## src/rtl/comm_sender_mb.sv

```systemverilog
// Host-side command sender: shifts a multi-byte command out over 8N1 UART,
// then gathers a multi-byte response on the receive line with a timeout.
module comm_sender_mb #(
  parameter int BAUD_DIV    = 2604,
  parameter int CMD_BYTES   = 2,
  parameter int RSP_BYTES   = 1,
  parameter int TIMEOUT_CYC = 1000000
) (
  input  logic                                    clk,
  input  logic                                    rst,
  input  logic [8*CMD_BYTES-1:0]                  cmd,
  input  logic                                    snd_cmd,
  input  logic                                    clr_resp_rdy,
  input  logic                                    RX,
  output logic                                    TX,
  output logic                                    busy,
  output logic                                    cmd_snt,
  output logic                                    resp_rdy,
  output logic [(RSP_BYTES>0 ? 8*RSP_BYTES : 1)-1:0] resp,
  output logic                                    timeout
);

  localparam int CW = 8*CMD_BYTES;
  localparam int RW = (RSP_BYTES > 0) ? 8*RSP_BYTES : 1;
  localparam int BW = $clog2(BAUD_DIV);
  localparam int TW = $clog2(TIMEOUT_CYC+1);

  localparam logic [BW-1:0] B_END  = BW'(BAUD_DIV-1);
  localparam logic [BW-1:0] B_HALF = BW'(BAUD_DIV/2-1);
  localparam logic [TW-1:0] T_END  = TW'(TIMEOUT_CYC);
  localparam logic [3:0]    R_LAST = 4'(RSP_BYTES-1);

  typedef enum logic [1:0] {
    IDLE,
    TX_BYTE,
    RSP_WAIT
  } state_t;

  typedef enum logic [1:0] {
    R_HUNT,
    R_START,
    R_DATA,
    R_STOP
  } rx_t;

  state_t state, state_nxt;
  rx_t    rx_state, rx_nxt;

  logic [CW-1:0] sh_buf;
  logic [3:0]    byte_idx;
  logic [3:0]    bit_idx;
  logic [BW-1:0] baud_cnt;
  logic [BW-1:0] rx_cnt;
  logic [TW-1:0] to_cnt;
  logic [TW-1:0] to_nxt;
  logic [3:0]    rsp_cnt;
  logic [RW-1:0] acc;
  logic [RW-1:0] acc_nxt;
  logic [7:0]    rx_sh;
  logic [7:0]    cur_byte;
  logic [2:0]    rx_bit;
  logic          rx_s1, rx_s2, rx_d;
  logic          tx;
  logic          start;
  logic          tx_tick, tx_end;
  logic          rx_half, rx_full, rx_fall;
  logic          rx_ok, rsp_done, to_hit;

  assign TX       = tx;
  assign busy     = (state != IDLE);
  assign cur_byte = sh_buf[CW-1 -: 8];
  assign acc_nxt  = (acc << 8) | RW'(rx_sh);

  always_comb begin
    state_nxt = state;
    rx_nxt    = rx_state;
    start     = (state == IDLE) && snd_cmd;
    tx_tick   = (state == TX_BYTE) && (baud_cnt == B_END);
    tx_end    = tx_tick && (bit_idx == 4'd9) && (byte_idx == 4'd0);
    rx_half   = (rx_cnt == B_HALF);
    rx_full   = (rx_cnt == B_END);
    rx_fall   = rx_d && !rx_s2;
    rx_ok     = (state == RSP_WAIT) && (rx_state == R_STOP)
                && rx_full && rx_s2;
    rsp_done  = rx_ok && (rsp_cnt == R_LAST);
    to_nxt    = (to_cnt == T_END) ? to_cnt : to_cnt + 1'b1;
    to_hit    = (state == RSP_WAIT) && (to_nxt == T_END);

    unique case (state)
      IDLE:     if (snd_cmd) state_nxt = TX_BYTE;
      TX_BYTE:  if (tx_end)
                  state_nxt = (RSP_BYTES == 0) ? IDLE : RSP_WAIT;
      RSP_WAIT: if (rsp_done || to_hit) state_nxt = IDLE;
      default:  state_nxt = IDLE;
    endcase

    if (state != RSP_WAIT) begin
      rx_nxt = R_HUNT;
    end else begin
      unique case (rx_state)
        R_HUNT:  if (rx_fall) rx_nxt = R_START;
        R_START: if (rx_half) rx_nxt = rx_s2 ? R_HUNT : R_DATA;
        R_DATA:  if (rx_full && rx_bit == 3'd7) rx_nxt = R_STOP;
        R_STOP:  if (rx_full) rx_nxt = R_HUNT;
        default: rx_nxt = R_HUNT;
      endcase
    end
  end

  always_ff @(posedge clk) begin
    if (rst) begin
      state    <= IDLE;
      rx_state <= R_HUNT;
    end else begin
      state    <= state_nxt;
      rx_state <= rx_nxt;
    end
  end

  always_ff @(posedge clk) begin
    if (rst) begin
      tx       <= 1'b1;
      cmd_snt  <= 1'b0;
      resp_rdy <= 1'b0;
      timeout  <= 1'b0;
      resp     <= '0;
      sh_buf   <= '0;
      byte_idx <= '0;
      bit_idx  <= '0;
      baud_cnt <= '0;
      to_cnt   <= '0;
      rsp_cnt  <= '0;
      acc      <= '0;
    end else begin
      if (start) begin
        sh_buf   <= cmd;
        byte_idx <= 4'(CMD_BYTES-1);
        bit_idx  <= '0;
        baud_cnt <= '0;
        tx       <= 1'b0;
        cmd_snt  <= 1'b0;
        timeout  <= 1'b0;
      end

      if (state == TX_BYTE) begin
        if (!tx_tick) begin
          baud_cnt <= baud_cnt + 1'b1;
        end else begin
          baud_cnt <= '0;
          if (bit_idx != 4'd9) begin
            bit_idx <= bit_idx + 1'b1;
            tx      <= (bit_idx == 4'd8) || cur_byte[bit_idx[2:0]];
          end else if (byte_idx != 4'd0) begin
            byte_idx <= byte_idx - 1'b1;
            bit_idx  <= '0;
            sh_buf   <= sh_buf << 8;
            tx       <= 1'b0;
          end else begin
            tx      <= 1'b1;
            cmd_snt <= 1'b1;
            to_cnt  <= '0;
            rsp_cnt <= '0;
            acc     <= '0;
          end
        end
      end

      if (state == RSP_WAIT) begin
        to_cnt <= to_nxt;
        if (rx_ok && rsp_cnt != 4'd8) begin
          acc     <= acc_nxt;
          rsp_cnt <= rsp_cnt + 1'b1;
        end
        // a completed response beats a same-cycle timeout
        if (rsp_done) resp <= acc_nxt;
        else if (to_hit) timeout <= 1'b1;
      end

      if (rsp_done) resp_rdy <= 1'b1;
      else if (clr_resp_rdy || start) resp_rdy <= 1'b0;
    end
  end

  always_ff @(posedge clk) begin
    if (rst) begin
      rx_s1  <= 1'b1;
      rx_s2  <= 1'b1;
      rx_d   <= 1'b1;
      rx_cnt <= '0;
      rx_bit <= '0;
      rx_sh  <= '0;
    end else begin
      rx_s1 <= RX;
      rx_s2 <= rx_s1;
      rx_d  <= rx_s2;
      if (rx_state == R_HUNT || (rx_state == R_START && rx_half)
          || rx_full)
        rx_cnt <= '0;
      else
        rx_cnt <= rx_cnt + 1'b1;
      if (rx_state == R_START) begin
        rx_bit <= '0;
      end else if (rx_state == R_DATA && rx_full) begin
        rx_sh <= {rx_s2, rx_sh[7:1]};
        if (rx_bit != 3'd7) rx_bit <= rx_bit + 1'b1;
      end
    end
  end

endmodule

```

## config.mk

```make
export PLATFORM = sky130hd
export DESIGN_NAME = comm_sender_mb
export DESIGN_NICKNAME = d
export VERILOG_FILES = /design/src/rtl/comm_sender_mb.sv
export SDC_FILE = /design/constraint.sdc
export NUM_CORES = 1
export LEC_CHECK = 0
export ABC_AREA = 1
export ABC_CLOCK_PERIOD_IN_PS = 3900
export BUFFER_PORTS_ARGS = -buffer_cell sky130_fd_sc_hd__buf_2
export CORE_ASPECT_RATIO = 0.5
export CORE_MARGIN = 2
export CORE_UTILIZATION = 27
export DETAILED_ROUTE_END_ITERATION = 10
export GPL_TIMING_DRIVEN = 1
export PLACE_DENSITY = 0.54
export SLEW_MARGIN = 20
export SYNTH_ARGS = -nofsm -noshare
export SYNTH_HDL_FRONTEND = slang
export SYNTH_SLANG_ARGS = --single-unit
```

## constraint.sdc

```tcl
create_clock -name clk -period 3.9 [get_ports clk]
set_input_delay 0.585 -clock clk [delete_from_list [all_inputs] [get_ports clk]]
set_output_delay 0.585 -clock clk [all_outputs]
set_load 0.01 [all_outputs]
```

==> results of run 1 <==
## final timing paths
kind	from	slack, ns	end
max	state[1]$_SDFFE_PP0P_	1.56	sh_buf[5]$_SDFF_PP0_
min	rx_s1$_SDFF_PP1_	0.41	rx_s2$_SDFF_PP1_
max reg2reg	state[1]$_SDFFE_PP0P_	1.56	sh_buf[5]$_SDFF_PP0_
min reg2reg	rx_s1$_SDFF_PP1_	0.41	rx_s2$_SDFF_PP1_
## cell families (layout without fill, tap and decap cells)
family	Yosys count	count (layout)	synth area share [%]
adder cells (fa/ha/maj)	17	17	4.01
AND/OR/NAND/NOR	361	361	30.5
AO/OA/AOI/OAI	142	142	15.7
flip-flops	102	102	38.5
buffers and inverters	121	153	8.69
XOR/XNOR	15	15	2.62
## state kept, by name (all words and copies together), names as in the netlist, 4 cells and up, named ones only
| register | count |
|---|---|
| rsp_cnt | 4 |
| bit_idx | 4 |
| rx_cnt | 12 |
| sh_buf | 16 |
| to_cnt | 20 |
| resp | 8 |
| baud_cnt | 12 |
| byte_idx | 4 |
| acc_nxt | 8 |
## power by group through the flow
stage,sequential [mW],clock [mW],combinational (mW)
5_1_grt,1.14,1.02,0.533
3_3_place_gp,1.16,0,0.462
2_1_floorplan,1.15,0,0.344
6_report,1.13,0.958,0.459
3_5_place_dp,1.16,0,0.465
4_1_cts,1.13,0.991,0.467
## through the flow
step	utilization [%]	instances	worst slack [ns]
finish	31.2	1056	1.56
global route	31.2	1056	1.21
CTS	31.2	1056	1.55
detailed placement	29.6	1040	1.57
global placement	29.6	1040	1.62
floorplan	-	758	2.10
## routing by layer
metal  wire length, microns  part of all wire [%]  vias to the layer above  GRT usage [%]
met2                   5190                    44                       50           20.1
met3                    358                   3.1                       13           2.97
met4                    146                   1.3                        0           3.87
met1                   5970                    51                     2168           15.0
li1                       -                     -                     2548              -
met5                      0                     0                        -              0
## worst max-delay path: stages, from the launching register on
cell,delay [ns]
dfxtp_1,0.33
inv_1,0.10
ha_1,0.28
inv_1,0.08
nor3_1,0.18
nand3_1,0.26
nor2_1,0.16
nand2_1,0.37
nand2_1,0.16
inv_1,0.15
o211ai_1,0.12
inv_1,0.05
## cell type report
class,instances,area share [%]
Sequential cell,102,33.7
Clock inverter,6,1.22
Multi-Input combinational cell,535,46.2
Tap cell,266,5.50
Inverter,101,6.28
Timing Repair Buffer,36,3.10
Clock buffer,10,3.95
## cells in the final DEF, fill, tap and decap left out, types with 2 or more instances in the layout
| cell | count |
|---|---|
| o21ai_0 | 29 |
| inv_1 | 97 |
| buf_4 | 3 |
| nand2_1 | 169 |
| o31ai_1 | 3 |
| o22ai_1 | 5 |
| a211oi_1 | 5 |
| clkinvlp_4 | 2 |
| nor3_1 | 16 |
| a21oi_1 | 67 |
| o21a_1 | 8 |
| clkbuf_16 | 9 |
| or2_2 | 12 |
| a31oi_1 | 3 |
| nand4_1 | 18 |
| clkinv_1 | 2 |
| xor2_1 | 12 |
| nor3b_1 | 4 |
| nand3b_1 | 2 |
| nand3_1 | 38 |
| nor4_1 | 2 |
| nor2_2 | 2 |
| a311oi_1 | 8 |
| inv_6 | 2 |
| nor2_1 | 83 |
| nand2_2 | 3 |
| buf_2 | 33 |
| xnor2_1 | 2 |
| nand3_2 | 3 |
| o211ai_1 | 9 |
| ha_1 | 17 |
| nor2_4 | 5 |
| dfxtp_1 | 102 |
==> flow_summary_export.csv, run 1 <==
group,metric,value,unit
setup_path,critical_path_class,"flip-flop to flip-flop",
clock_network,cts.path.max_buffers,2,
clock_network,clock-root-buffer,"clkbuf_16",
synth,synth.area.top_cells,"dfxtp_1 39%, nand2_1 12%, inv_1 6.9%",
power_and_ir_drop,p_switching,0.768,mW
finish,n_antenna_cell,0,
synth,async_flop_share,0,%
grt,antenna_found_initial,0,
finish,filler_cell_count,2116,
floorplanning,initial_utilization,27.4,%
clock_network,path_clk_slew,0.07,ns
drt,drc,0,
power_and_ir_drop,power_frac_comb,18.0,%
clock_network,cts_made_buffers,9,
synth,ys_seq_area_share,38.5,%
setup_path,start_kind,"flip-flop",
drt,wl_per_cell,11.0,microns
synth,synth_area_leader_cell,"dfxtp_1",
power_and_ir_drop,cellPowerDensity,421,nW/um^2
sta,finalSetupViolations,0,
sta,hold_viol,0,
clock_network,cts_setup_buffers,0,
clock_network,ctsResizeCount,0,
placed_design,dp_hpwl,8.25,mm
clock_network,htree_levels,3,
floorplanning,rows,36,
synth,synthDistinctLibCells,42,
drt,drt_iter0_drc,281,
setup_path,path_max_fanout,21,
sta,slew_headroom,52.8,%
finish,seq_area,2040,sq um
sta,fmax,427,MHz
flow_run,maxCapViolCount,0,
sta,finalClockSkew,0.00855,ns
placed_design,portBuffers,33,
grt,grt_overflow_total,0,
grt,gr-usage-all-layers,11.9,%
power_and_ir_drop,p_int,1.78,mW
min_path,whs_path_depth,1,
min_path,hp-class,"flip-flop to flip-flop",
sta,fin_crit_sh,60.0,%
clock_network,clkSinkCount,102,
drt,wl,11.7,mm
floorplanning,dieArea,20800,sq um
clock_network,cts_hold_buf,0,
sta,period_minus_slack,2.34,ns
synth,yosysMostFrequentCell,"nand2_1",
synth,yosysTopAreaCellShare,38.5,%
floorplanning,ios,34,
sta,final_max_slew_viol_count,0,
finish,syn_to_final_growth,14.2,%
outcome,status,"completed",
drt,avgViaCountPerCell,4.53,
grt,grt_pass1_wl,20.2,mm
synth,ys_ff_latch,102,
finish,drive_gt1_share,10.3,%
power_and_ir_drop,p_sw_share,30.1,%
synth,syn-cell-area,5300,sq um
clock_network,clkLatencyLatePin,0.36,ns
setup_path,arrival,2.59,ns
setup_path,cp_data_required_time,4.15,ns
drt,vias,4779,
power_and_ir_drop,peakVddDrop,236,uV
floorplanning,fp.dieH,103,microns
sta,max_slew.worst_pin.slew,0.707,ns
finish,final_area,6050,sq um
setup_path,crit_path_end_kind,"flip-flop",
grt,grt_pass1_vias,4400,
power_and_ir_drop,total_power,2.55,mW
power_and_ir_drop,clkPwrFrac,37.5,%
placed_design,gp_congestion,0.830,
sta,rsz0062_at_grt,"no",
synth,syn_avg_cell_area,6.99,sq um
finish,multi_input_area,2800,sq um
sta,setup_tns,0,ns
drt,firstDrtPassIters,5,
drt,postRouteAntennaNets,0,
synth,ys_top_cells_by_count,"169 x nand2_1, 102 x dfxtp_1, 97 x inv_1, 83 x nor2_1, 67 x a21oi_1",
floorplanning,die_w,202,microns
finish,layout.nets,823,
placed_design,dpl_cell_area,5740,sq um
grt,grt_max_degree,60,
setup_path,worstRegToRegCells,11,
synth,synth_edf_count,0,
synth,synth_top_flop_cell,"dfxtp_1",
power_and_ir_drop,p_seq_share,44.5,%
synth,ys.warnings.count,0,
sta,worst_hold_slack,0.414,ns
clock_network,cts_tree,"done",
synth,synth_nets,796,
power_and_ir_drop,power.leakage,2.38,nW
synth,synth_cells,758,
floorplanning,coreArea,19400,sq um
No activity file was read; power rests on OpenSTA's default activity.
==> run 2, diff against run 1 <==
--- a/config.mk
+++ b/config.mk
@@ -6,7 +6,7 @@
 export NUM_CORES = 1
 export LEC_CHECK = 0
 export ABC_AREA = 1
-export ABC_CLOCK_PERIOD_IN_PS = 3900
+export ABC_CLOCK_PERIOD_IN_PS = 2210
 export BUFFER_PORTS_ARGS = -buffer_cell sky130_fd_sc_hd__buf_2
 export CORE_ASPECT_RATIO = 0.5
 export CORE_MARGIN = 2
==> constraint.sdc (replaced) <==
create_clock -name clk -period 2.21 [get_ports clk]
set_input_delay 0.3315 -clock clk [delete_from_list [all_inputs] [get_ports clk]]
set_output_delay 0.3315 -clock clk [all_outputs]
set_load 0.01 [all_outputs]
==> run 2 against run 1 <==
Clock power rose by 76%. Clock-buffer cell count did not move. Wire length increased by 1.5%. Clock skew rose by 0.0031 ns. Critical path type unchanged. Largest power group unchanged.
==> flow_summary_export.csv, run 2 (synthesis gave the netlist of run 1 again) <==
group,metric,value,unit
outcome,status,"completed",
drt,postRouteAntennaNets,0,
clock_network,cts_made_buffers,9,
setup_path,path_buf_inv,0,
sta,fmax,517,MHz
sta,rsz0062_at_grt,"no",
power_and_ir_drop,total_power,4.57,mW
setup_path,slowest_stage,"dfxtp_1",
setup_path,path_max_fanout,6,
setup_path,arrival,2.19,ns
finish,n_antenna_cell,0,
sta,hold_viol,0,
clock_network,path_clk_slew,0.07,ns
sta,finalClockSkew,0.0116,ns
power_and_ir_drop,cellPowerDensity,741,nW/um^2
sta,setup_ws,0.276,ns
sta,max_slew.worst_pin.slew,0.476,ns
drt,top_layer_used,"met4",
finish,layoutNonFillerInstCount,1071,
min_path,hp-class,"primary input to flip-flop",
setup_path,crit_path_end_kind,"flip-flop",
power_and_ir_drop,power.leakage,2.46,nW
placed_design,placed_cells,1055,
drt,wl_per_cell,11.1,microns
finish,drive_gt1_share,12.3,%
sta,fin_crit_sh,87.5,%
finish,post-route-util,31.9,%
floorplanning,die_w,202,microns
finish,syn_to_final_growth,16.4,%
placed_design,portBuffers,33,
finish,final_area,6170,sq um
setup_path,crit_family,"simple AND/OR/NAND/NOR gates",
grt,grt_pass1_vias,4365,
placed_design,gp_congestion,0.825,
floorplanning,rows,36,
drt,wl_met3,359,microns
grt,grt_pass1_wl,20.3,mm
drt,vias,4767,
grt,antenna_found_initial,0,
setup_path,cp_data_required_time,2.46,ns
power_and_ir_drop,peakVddDrop,452,uV
grt,gr-usage-all-layers,12.0,%
clock_network,cts_hold_buf,0,
setup_path,start_kind,"flip-flop",
drt,avgViaCountPerCell,4.45,
floorplanning,ios,34,
grt,grt_overflow_total,0,
finish,largest_reg_flops,20,
sta,final_max_slew_viol_count,0,
placed_design,post-place-ws,0.201,ns
drt,drt_iter0_drc,276,
drt,wl_met1,6.14,mm
clock_network,clock-root-buffer,"clkbuf_16",
sta,worst_hold_slack,0.173,ns
finish,layout.nets,838,
placed_design,dpl_cell_area,5850,sq um
sta,setup_tns,0,ns
clock_network,htree_levels,3,
sta,slew_headroom,68.3,%
setup_path,critical_path_class,"flip-flop to flip-flop",
floorplanning,dieArea,20800,sq um
drt,met2_wirelength,5.17,mm
drt,drc,0,
clock_network,clkLatencyLatePin,0.36,ns
drt,firstDrtPassIters,4,
clock_network,cts_tree,"done",
finish,final_common_cell,"nand2_1",
floorplanning,coreArea,19400,sq um
drt,wl,11.8,mm
grt,grt_max_degree,25,
placed_design,dp_hpwl,8.64,mm
clock_network,cts_setup_buffers,0,
floorplanning,fp.dieH,103,microns
setup_path,cpPeakStageDelay,0.45,ns
sta,finalSetupViolations,0,
clock_network,cts.path.max_buffers,2,
clock_network,clkSinkCount,102,
floorplanning,initial_utilization,27.4,%
finish,regMostFlops,"to_cnt",
finish,layout_common_cells,"169 x nand2_1, 100 x dfxtp_1, 97 x inv_1",
finish,reg_top3,"to_cnt (20), sh_buf (16)",
setup_path,worstPathCellList,"nand2_1, nor2_1, nand4_1, xor2_1, nand2_1, nor2_1, nand3_1, nand2_2, nand3_1, nand2_1, nor2_1",
flow_run,maxCapViolCount,0,
sta,period_minus_slack,1.93,ns
run 2: cell count changes in the layout (fill, tap and decap cells not counted), sizes merged:
cell and delta:
clkinv +1, buf +15, clkinvlp -2, inv +1
run 2: final timing paths:
check             cells past startpoint                    from                    end  slack (ns)
setup / recovery                     11  to_cnt[7]$_SDFFE_PP0P_  state[1]$_SDFFE_PP0P_        0.28
hold / removal                        2                      RX       rx_s1$_SDFF_PP1_        0.17
setup reg to reg                     11  to_cnt[7]$_SDFFE_PP0P_  state[1]$_SDFFE_PP0P_        0.28
hold reg to reg                       1        rx_s1$_SDFF_PP1_       rx_s2$_SDFF_PP1_        0.43
run 2: repair_timing:
action / CTS / global route
hold endpoints to repair: 0 / 0
gates resized for setup: 0 / 3
setup endpoints to repair: 0 / 2
run 2: metal layers:
metal  GRT usage (%)  vias to the layer above
li1                -                     2574
met1            15.5                     2138
met2            19.9                       42
met3            3.03                       13
met4            3.87                        0
met5               0                        -
run 2: layout make-up:
cell class / count / area [sq um]
Multi-Input combinational cell: 535 / 2800
Sequential cell: 102 / 2040
Clock buffer: 10 / 239
Inverter: 101 / 380
Clock inverter: 6 / 73.8
Fill cell: 2132 / 13200
Timing Repair Buffer: 51 / 300
Tap cell: 266 / 333
run 2: power by group:
group          internal (mW)  switching (mW)
sequential              1.94          0.0612
combinational          0.328           0.550
clock                  0.929           0.763
total                   3.20            1.37
